## src/rtl/fifo_pkg.sv

```systemverilog
// Shared sizing helpers and default thresholds for the synchronous FIFO.
package fifo_pkg;

  localparam int DEFAULT_AEMPTY_THRESH = 2;
  localparam int DEFAULT_AFULL_MARGIN  = 2;

  function automatic int addr_width(input int depth);
    return (depth > 1) ? $clog2(depth) : 1;
  endfunction

  function automatic bit is_pow2(input int n);
    return (n > 0) && ((n & (n - 1)) == 0);
  endfunction

endpackage

```

## src/rtl/fifo_mem.sv

```systemverilog
// Register-file storage: one synchronous write port, one asynchronous read port.
module fifo_mem #(
  parameter int DEPTH  = 8,
  parameter int WIDTH  = 4,
  parameter int ADDR_W = 3
) (
  input  logic              clk,
  input  logic              we,
  input  logic [ADDR_W-1:0] waddr,
  input  logic [WIDTH-1:0]  wdata,
  input  logic [ADDR_W-1:0] raddr,
  output logic [WIDTH-1:0]  rdata
);

  logic [WIDTH-1:0] mem [DEPTH];

  always_ff @(posedge clk) begin
    if (we) begin
      mem[waddr] <= wdata;
    end
  end

  assign rdata = mem[raddr];

endmodule

```

## src/rtl/param_sync_fifo.sv

```systemverilog
// Single-clock FIFO with binary wrap-bit pointers, threshold flags, sticky
// error flags and a choice of registered or first-word-fall-through read data.
module param_sync_fifo
  import fifo_pkg::*;
#(
  parameter int FIFO_DEPTH    = 8,
  parameter int FIFO_WIDTH    = 4,
  parameter int AFULL_THRESH  = FIFO_DEPTH - DEFAULT_AFULL_MARGIN,
  parameter int AEMPTY_THRESH = DEFAULT_AEMPTY_THRESH,
  parameter int FWFT          = 0,
  localparam int ADDR_WIDTH   = addr_width(FIFO_DEPTH)
) (
  input  logic                  i_clk,
  input  logic                  i_rst,
  input  logic                  i_wen,
  input  logic [FIFO_WIDTH-1:0] i_wdata,
  input  logic                  i_ren,
  output logic [FIFO_WIDTH-1:0] o_rdata,
  output logic                  o_full,
  output logic                  o_empty,
  output logic                  o_afull,
  output logic                  o_aempty,
  output logic [ADDR_WIDTH:0]   o_count,
  output logic                  o_overflow,
  output logic                  o_underflow
);

  if (!is_pow2(FIFO_DEPTH) || FIFO_DEPTH < 4) begin : g_bad_depth
    $error("param_sync_fifo: FIFO_DEPTH must be a power of two and at least 4");
  end
  if (AEMPTY_THRESH >= AFULL_THRESH) begin : g_bad_thresh
    $error("param_sync_fifo: AEMPTY_THRESH must be below AFULL_THRESH");
  end
  if (AFULL_THRESH > FIFO_DEPTH || AEMPTY_THRESH < 0) begin : g_bad_range
    $error("param_sync_fifo: thresholds must lie within 0..FIFO_DEPTH");
  end

  localparam logic [ADDR_WIDTH:0] AFULL_CNT  = AFULL_THRESH[ADDR_WIDTH:0];
  localparam logic [ADDR_WIDTH:0] AEMPTY_CNT = AEMPTY_THRESH[ADDR_WIDTH:0];

  logic [ADDR_WIDTH:0]   wr_ptr;
  logic [ADDR_WIDTH:0]   rd_ptr;
  logic                  wr_acc;
  logic                  rd_acc;
  logic                  overflow_q;
  logic                  underflow_q;
  logic [FIFO_WIDTH-1:0] head_data;

  // Status derived straight from the pointers so count and flags always agree.
  assign o_empty  = (wr_ptr == rd_ptr);
  assign o_full   = (wr_ptr[ADDR_WIDTH] != rd_ptr[ADDR_WIDTH]) &&
                    (wr_ptr[ADDR_WIDTH-1:0] == rd_ptr[ADDR_WIDTH-1:0]);
  assign o_count  = wr_ptr - rd_ptr;
  assign o_afull  = (o_count >= AFULL_CNT);
  assign o_aempty = (o_count <= AEMPTY_CNT);

  assign wr_acc = i_wen && !o_full;
  assign rd_acc = i_ren && !o_empty;

  always_ff @(posedge i_clk) begin
    if (i_rst) begin
      wr_ptr      <= '0;
      rd_ptr      <= '0;
      overflow_q  <= 1'b0;
      underflow_q <= 1'b0;
    end else begin
      if (wr_acc) begin
        wr_ptr <= wr_ptr + 1'b1;
      end
      if (rd_acc) begin
        rd_ptr <= rd_ptr + 1'b1;
      end
      if (i_wen && o_full) begin
        overflow_q <= 1'b1;
      end
      if (i_ren && o_empty) begin
        underflow_q <= 1'b1;
      end
    end
  end

  assign o_overflow  = overflow_q;
  assign o_underflow = underflow_q;

  fifo_mem #(
    .DEPTH  (FIFO_DEPTH),
    .WIDTH  (FIFO_WIDTH),
    .ADDR_W (ADDR_WIDTH)
  ) u_mem (
    .clk   (i_clk),
    .we    (wr_acc),
    .waddr (wr_ptr[ADDR_WIDTH-1:0]),
    .wdata (i_wdata),
    .raddr (rd_ptr[ADDR_WIDTH-1:0]),
    .rdata (head_data)
  );

  if (FWFT != 0) begin : g_fwft
    // Head entry is presented directly; forced to zero while empty.
    assign o_rdata = o_empty ? '0 : head_data;
  end else begin : g_reg_read
    logic [FIFO_WIDTH-1:0] rdata_p1;

    // Read stage: the head entry is captured on the edge that accepts the read.
    always_ff @(posedge i_clk) begin
      if (i_rst) begin
        rdata_p1 <= '0;
      end else if (rd_acc) begin
        rdata_p1 <= head_data;
      end
    end

    assign o_rdata = rdata_p1;
  end

endmodule
```

## config.mk

```make
export PLATFORM = sky130hd
export DESIGN_NAME = param_sync_fifo
export DESIGN_NICKNAME = d
export VERILOG_FILES = /design/src/rtl/fifo_pkg.sv /design/src/rtl/fifo_mem.sv /design/src/rtl/param_sync_fifo.sv
export SDC_FILE = /design/constraint.sdc
export NUM_CORES = 1
export LEC_CHECK = 0
export ABC_AREA = 1
export BUFFER_PORTS_ARGS = -buffer_cell sky130_fd_sc_hd__buf_4
export CAP_MARGIN = 10
export CORE_AREA = 2 2 71 73
export CTS_CLUSTER_SIZE = 24
export DETAILED_ROUTE_END_ITERATION = 10
export DIE_AREA = 0 0 73 75
export PLACE_DENSITY_LB_ADDON = 0.12
export SYNTH_ARGS = -nofsm -noshare
export SYNTH_HDL_FRONTEND = slang
export SYNTH_SLANG_ARGS = --single-unit
```

## constraint.sdc

```tcl
create_clock -name i_clk -period 4.1 [get_ports i_clk]
set_input_delay 0.82 -clock i_clk [delete_from_list [all_inputs] [get_ports i_clk]]
set_output_delay 0.82 -clock i_clk [all_outputs]
set_load 0.03 [all_outputs]
```

==> flow_summary.yaml, run 1 <==
cts:
  cts-hold-fix-buffers: 0
  numClockSinks: 46
  insertion_delay_ns: 0.29
  h-tree-depth: 2
  cts_tree: "built"
  clockRootBuffer: "clkbuf_8"
  clk_pin_slew_ns: 0.07
  cts_resized: 0
  clock_path_buffers: 2
  cts_made_buffers: 5
  postCtsSetupBuffers: 0
synthesis:
  synth.top_cell.area_share_pct: 44.0
  synthesis.area_sq_mm: 0.00218
  syn_area_per_cell_sq_um: 9.37
  yosysWarnings: 0
  synth.distinct_cells: 27
  synth.area.top_cells: "edfxtp_1, dfxtp_1, nand2_1"
  synth_cells: 233
  ys_seq_elements: 46
  synth_nets: 247
  ys_seq_area_share_pct: 56.8
  yosys.area.top_type: "edfxtp_1"
global_routing:
  grt_pass1_wl_um: 7010
  grt_pass1_vias: 1415
  grt_overflow_total: 0
  antenna_found_initial: 0
  track_usage_pct: 17.3
  grt_max_degree: 21
critical_path:
  crit_fanout: 20
  cp-end-kind: "primary output"
  arrival_ns: 2.29
  cp-start-kind: "register"
  worstPathRequired_ns: 3.28
  worst-setup-path-type: "reg -> out"
power:
  power_density_mw_per_mm2: 462
  peakVddDrop_mv: 0.206
  leakage_uw: 0.00106
sta:
  maxSlewViolCount: 0
  hold_viol_final: 0
  fin_crit_sh_pct: 75.9
  tightest_slew_ns: 0.715
  timing.hold.ws_ns: 0.450
  fin_skew_ns: 0.0135
  rsz0062_at_grt: "false"
  setup_viol: 0
  slew_headroom_pct: 52.2
  max_freq_mhz: 322
  timing.setup.tns_ns: 0
  min_period_ns: 3.11
routing:
  viasPerCell: 4.78
  wl_per_cell_um: 13.6
  antenna_left: 0
  num_vias: 1478
  dr.pass1.iters: 4
  wirelength_um: 4190
  drt_iter0_drc: 93
  drc: 0
job:
  drv_cap: 0
floorplan:
  initial_core_util_pct: 46.8
  dieArea_sq_mm: 0.00548
  num_rows: 25
  die_h_um: 75
  num_io_pins: 22
  core-area_sq_mm: 0.00466
  fp.dieW_um: 73
placement:
  port_buffers: 21
  dp_hpwl_um: 3050
  dp_cells: 301
  place.gp.congestion: 0.919
hold_path:
  hold_path_class: "reg -> reg"
final_layout:
  nets: 268
  diodes: 0
  drive_gt1_share_pct: 18.4
  fillers: 421
  stdcell_count: 309
  areaGrowthSynthToFinish_pct: 11.9
status:
  status: "finished clean"
==> per-stage QoR <==
step                area [sq um]  total power [uW]  util, %  worst slack [ns]
detailed placement          2360               876     50.6              1.32
global placement            2360               874     50.6              1.34
floorplan                   2180               785        -              1.26
global route                2440              1200     52.4             0.853
CTS                         2440              1140     52.4             0.983
finish                      2440              1130     52.4             0.990
==> cell type report <==
cell class,instances,area (sq um),share of cell area (%)
clock buffer,6,72.6,2.97
timing repair buffer,21,158,6.45
tap,54,67.6,2.76
inverter,42,158,6.45
sequential,46,1240,50.8
clock inverter,2,13.8,0.563
multi-input combinational,138,733,30.0
==> critical path, stage by stage, from the launching register on <==
cell	delay [ns]
dfxtp_1	0.54
ha_1	0.35
fa_1	0.38
xor2_1	0.22
nor2_1	0.05
or2_2	0.29
buf_4	0.17
==> flip-flops by register name (all words and copies together), names as in the netlist <==
| name | count |
|---|---|
| wr_ptr | 4 |
| o_rdata | 4 |
| rd_ptr | 4 |
| u_mem.mem | 32 |
| o_overflow | 1 |
| o_underflow | 1 |
==> kinds of logic after synthesis <==
logic type	after synthesis	share of synthesized area (%)
AOI/OAI and AO/OA	21	6.70
xor gates and xnor gates	5	2.01
adders and majority gates	6	3.78
buffers and inverters	49	9.57
DFF	46	56.8
and+or+nand+nor	106	21.1
==> final timing paths <==
check | endpoint | cells past startpoint | slack (ns) | start
min | o_overflow | 2 | 0.45 | o_overflow
max reg2reg | u_mem.mem[6][2] | 7 | 1.64 | rd_ptr[1]
max | o_afull | 6 | 0.99 | rd_ptr[0]
min reg2reg | o_overflow | 2 | 0.45 | o_overflow
==> metal layers <==
metal / up-vias / global-route usage (%) / routed length [um]
met5: - / 0 / 0
met1: 667 / 24.2 / 2110
met2: 25 / 26.7 / 1930
li1: 782 / - / -
met4: 0 / 5.14 / 41
met3: 4 / 4.42 / 113
==> report_power, final <==
part / switching, uW / internal (uW) / total (uW)
sequential: 28.6 / 518 / 546
combinational: 205 / 111 / 316
clock: 147 / 120 / 267
==> layout by cell type (no fill, tap or decap), types with 2 or more instances in the layout <==
master     n
nand3_1   26
inv_1     39
a21oi_2    6
clkbuf_8   5
dfxtp_1   14
o21ai_2    2
o21ai_0    3
nand2_2    4
buf_4     21
nor2_1    10
inv_2      2
edfxtp_1  32
xor2_1     5
a21oi_1    8
ha_1       5
nand2_1   61
==> synth_stat cells <==
cell      count
fa_1          1
inv_1        39
nand3_2       1
edfxtp_1     32
or2_2         1
a21oi_2       6
ha_1          5
buf_6         2
a21oi_1       8
nand3_1      26
o21ai_1       1
nor3_1        1
o21ai_2       2
o21ai_0       3
o21ai_4       1
clkinv_1      1
nor2_1       10
nor2_2        1
buf_4         2
nand2_1      61
inv_2         2
clkbuf_1      1
xor2_1        5
dfxtp_1      14
nand2_2       4
buf_2         2
nand2_4       1
Note: power is estimated with default switching activity, not from simulation.
==> run 2: changes to the inputs <==
- ABC_AREA: 1 -> 0
- CORE_AREA: 2 2 71 73 -> 2 2 68 70
- DIE_AREA: 0 0 73 75 -> 0 0 70 72
- clock period: 4.1 -> 3.1 ns (I/O delays scaled with it)
==> flow_summary.yaml, run 2 <==
status:
  status: "finished clean"
critical_path:
  cp-end-kind: "primary output"
  crit_family: "adder cells"
  crit_fanout: 7
  worst-path-buf-inv: 2
  slowest_delay_ns: 0.46
  worstPathCellList: "inv_1 > ha_1 > fa_1 > xnor2_1 > a21oi_1 > o21a_1 > buf_4"
  cp-start-kind: "register"
  cp_slowest_cell: "dfxtp_1"
  worst-setup-path-type: "reg -> out"
  worstPathRequired_ns: 2.48
  arrival_ns: 2.11
floorplan:
  die_h_um: 72
  num_io_pins: 22
  num_rows: 24
  fp.dieW_um: 70
  dieArea_sq_mm: 0.00504
  initial_core_util_pct: 46.6
  core-area_sq_mm: 0.00426
routing:
  num_vias: 1158
  antenna_left: 0
  drt_iter0_drc: 77
  wl_per_cell_um: 17.0
  wirelength_um: 3740
  viasPerCell: 5.26
  dr.pass1.iters: 4
  drc: 0
synthesis:
  synth.area.mux_share_pct: 12.1
  synth-xor-area-share_pct: 4.34
  ys_seq_area_share_pct: 62.4
  synth-async-reset-ratio_pct: 0
  synth-edff-count: 32
  yosys.area.top_type: "edfxtp_1"
  syn_area_per_cell_sq_um: 14.3
  ys_seq_elements: 46
  synth_top_family_by_area: "multiplexers"
  synth_cells: 139
  yosysWarnings: 0
  synth.top_cell.area_share_pct: 48.3
  yosysMostFrequentCell: "edfxtp_1"
  synth-simple-area-share_pct: 7.93
  yosys-top-cells-count: "edfxtp_1, nor2_1, dfxtp_1, mux4_2, inv_1"
  synth_top_flop_cell: "edfxtp_1"
  synth.distinct_cells: 31
  synth_adder_area_share_pct: 4.15
  synth.area.top_cells: "edfxtp_1, dfxtp_1, mux4_2"
  synthesis.area_sq_mm: 0.00199
  synth_compound_area_share_pct: 6.54
  synth_nets: 153
final_layout:
  final_common_cell: "edfxtp_1"
  diodes: 0
  fillers: 375
  largest_reg_flops: 32
  finalInstanceArea_sq_mm: 0.00234
  drive_gt1_share_pct: 26.8
  most-common-layout-cells: "edfxtp_1, buf_4, nor2_1"
  regArea_sq_mm: 0.00124
  multi_input_area_sq_um: 697
  areaGrowthSynthToFinish_pct: 17.6
  largest-register: "u_mem.mem"
  nets: 181
cts:
  postCtsSetupBuffers: 0
  cts_made_buffers: 5
  cts-hold-fix-buffers: 0
  h-tree-depth: 2
  cts_resized: 0
  insertion_delay_ns: 0.30
  clk_pin_slew_ns: 0.08
  numClockSinks: 46
  clockRootBuffer: "clkbuf_8"
  clock_path_buffers: 2
  cts_tree: "built"
sta:
  maxSlewViolCount: 0
  rsz0062_at_grt: "false"
  hold_viol_final: 0
  tightest_slew_ns: 0.731
  max_freq_mhz: 366
  fin_skew_ns: 0.00492
  fin_crit_sh_pct: 88.2
  timing.setup.tns_ns: 0
  slew_headroom_pct: 50.9
  setup_viol: 0
  min_period_ns: 2.73
placement:
  port_buffers: 21
  placed_area_sq_mm: 0.00222
  dp_hpwl_um: 2760
  place.gp.congestion: 0.753
power:
  power_density_mw_per_mm2: 684
  leakage_uw: 0.000850
  peakVddDrop_mv: 0.244
hold_path:
  hold_path_class: "reg -> reg"
global_routing:
  grt_max_degree: 16
  grt_overflow_total: 0
  track_usage_pct: 16.4
  antenna_found_initial: 0
  grt_pass1_wl_um: 6100
  grt_pass1_vias: 1210
job:
  drv_cap: 0
[run 2: kinds of logic after synthesis]
group,Yosys count
compound gates,17
xor+xnor,9
fa+ha+maj,6
buf+inv,12
flops,46
mux,14
simple gates,35
[run 2: area by class of cell]
class                      count  area share (%)
inverter                       7            1.12
timing repair buffer          26            8.35
clock buffer                   5            2.94
tap                           52            2.78
sequential                    46            53.1
clock inverter                 3            1.87
multi-input combinational     81            29.8
[run 2: through the flow]
stage	util (%)	power (uW)	instances	hold WS, ns	setup WS [ns]
floorplan	-	1030	139	0.564	0.332
global placement	52.2	1170	212	0.451	0.647
detailed placement	52.2	1180	212	0.457	0.566
CTS	54.8	1620	220	0.478	0.350
global route	54.8	1680	220	0.512	0.190
finish	54.8	1600	220	0.471	0.366
[run 2: power breakdown]
part / total (uW) / leakage (uW) / internal, uW / switching [uW]
registers: 720 / 0.000405 / 690 / 30.7
logic: 437 / 0.000386 / 174 / 264
clock network: 442 / 0.0000585 / 241 / 200
[run 2: worst paths after layout]
check	end	cells after the start	start	slack (ns)
hold / removal	o_overflow	2	o_overflow	0.47
setup / recovery	o_aempty	7	wr_ptr[0]	0.37
setup reg to reg	u_mem.mem[2][1]	7	rd_ptr[1]	0.56
hold reg to reg	o_overflow	2	o_overflow	0.47
[run 2: worst min-delay path, stage by stage (launching register included)]
cell and delay [ns]:
dfxtp_1 0.33, a21oi_1 0.04, nor2_1 0.07
[run 2: metal layers]
layer,vias to the layer above,share of wire (%),GRT usage [%]
li1,569,-,-
met1,573,49,21.9
met2,14,48,25.7
met3,2,2.7,5.42
met4,0,0.45,5.13
met5,-,0,0
==> run 3: changes to the inputs <==
- CELL_PAD_IN_SITES_DETAIL_PLACEMENT: default -> 2
- CELL_PAD_IN_SITES_GLOBAL_PLACEMENT: default -> 2
- CORE_AREA: 2 2 68 70 -> 2 2 74 76
- DIE_AREA: 0 0 70 72 -> 0 0 76 78
- HOLD_SLACK_MARGIN: default -> 0.03
==> flow_summary.yaml, run 3 (synthesized netlist as in run 2, its figures left out) <==
final_layout:
  areaGrowthSynthToFinish_pct: 18.3
  largest_reg_flops: 32
  stdcell_count: 237
  diodes: 0
  most-common-layout-cells: "edfxtp_1, buf_4, nor2_1"
  finalInstanceArea_sq_mm: 0.00235
  drive_gt1_share_pct: 26.3
  final_common_cell: "edfxtp_1"
  fillers: 493
  largest-register: "u_mem.mem"
  nets: 180
power:
  power_density_mw_per_mm2: 689
  peakVddDrop_mv: 0.433
  leakage_uw: 0.000844
  p_total_uw: 1620
cts:
  postCtsSetupBuffers: 0
  clk_pin_slew_ns: 0.10
  h-tree-depth: 2
  clock_path_buffers: 2
  insertion_delay_ns: 0.30
  cts_tree: "built"
  cts_resized: 0
  cts-hold-fix-buffers: 0
  numClockSinks: 46
  cts_made_buffers: 5
  clockRootBuffer: "clkbuf_8"
routing:
  num_vias: 1181
  wirelength_um: 4280
  antenna_left: 0
  dr.pass1.iters: 4
  drc: 0
  wl_per_cell_um: 18.0
  drt_iter0_drc: 53
  viasPerCell: 4.98
global_routing:
  grt_pass1_vias: 1290
  grt_max_degree: 16
  use_met1_pct: 21.3
  antenna_found_initial: 0
  grt_overflow_total: 0
  busiest_layer: "met2"
  grt_use_met3_pct: 3.84
  track_usage_pct: 15.8
  use_met2_pct: 26.1
  grt_pass1_wl_um: 7110
floorplan:
  die_h_um: 78
  num_io_pins: 22
  num_rows: 26
  core-area_sq_mm: 0.00504
  fp.dieW_um: 76
  dieArea_sq_mm: 0.00593
  initial_core_util_pct: 39.4
sta:
  tightest_slew_ns: 0.760
  timing.hold.ws_ns: 0.481
  max_freq_mhz: 361
  timing.setup.tns_ns: 0
  hold_viol_final: 0
  maxSlewViolCount: 0
  setup_viol: 0
  rsz0062_at_grt: "false"
  fin_crit_sh_pct: 89.3
  slew_headroom_pct: 49.0
  min_period_ns: 2.77
  fin_skew_ns: 0.0116
placement:
  port_buffers: 21
  place.gp.congestion: 0.692
  dp_cells: 229
  placed_area_sq_mm: 0.00224
  dp_hpwl_um: 3220
critical_path:
  cp-start-kind: "register"
  arrival_ns: 2.15
  worstPathRequired_ns: 2.48
  cp-end-kind: "primary output"
  crit_fanout: 7
  worst-setup-path-type: "reg -> out"
status:
  status: "finished clean"
hold_path:
  hold_path_class: "reg -> reg"
job:
  drv_cap: 0
## run 3: layer usage
| layer | wire length [um] | up-vias |
|---|---|---|
| li1 | - | 566 |
| met1 | 2090 | 596 |
| met2 | 2030 | 15 |
| met3 | 123 | 4 |
| met4 | 31 | 0 |
| met5 | 0 | - |
## run 3: where the power goes
part / switching, uW / total, uW / leakage [uW] / internal (uW)
sequential: 31.6 / 721 / 0.000405 / 690
clock: 213 / 455 / 0.0000585 / 242
combinational: 270 / 444 / 0.000381 / 174
## run 3: worst max-delay path: stages, from the launching register on
cell	delay (ns)
dfxtp_1	0.47
inv_1	0.14
ha_1	0.23
fa_1	0.38
xnor2_1	0.27
nand2_1	0.09
o21ai_0	0.08
buf_4	0.18
## run 3: layout make-up
class / instances / area, sq um / share of cell area (%)
Clock buffer: 5 / 68.8 / 2.93
Clock inverter: 3 / 43.8 / 1.86
Inverter: 7 / 26.3 / 1.12
Multi-Input combinational cell: 81 / 697 / 29.6
Sequential cell: 46 / 1240 / 52.8
Tap cell: 70 / 87.6 / 3.72
Timing Repair Buffer: 25 / 188 / 7.98
## run 3: path summary, 6_finish.rpt
| path | from | to | depth (start not counted) | slack [ns] |
|---|---|---|---|---|
| max | wr_ptr[0] | o_afull | 7 | 0.33 |
| min | o_overflow | o_overflow | 2 | 0.48 |
| max reg2reg | rd_ptr[2] | u_mem.mem[1][3] | 6 | 0.70 |
| min reg2reg | o_overflow | o_overflow | 2 | 0.48 |
## run 3: metrics by stage
step                      setup slack, ns  util [%]
after floorplan                     0.332         -
after global placement              0.716      44.4
after detailed placement            0.651      44.4
after CTS                           0.303      46.7
after global routing                0.155      46.7
final                               0.332      46.7
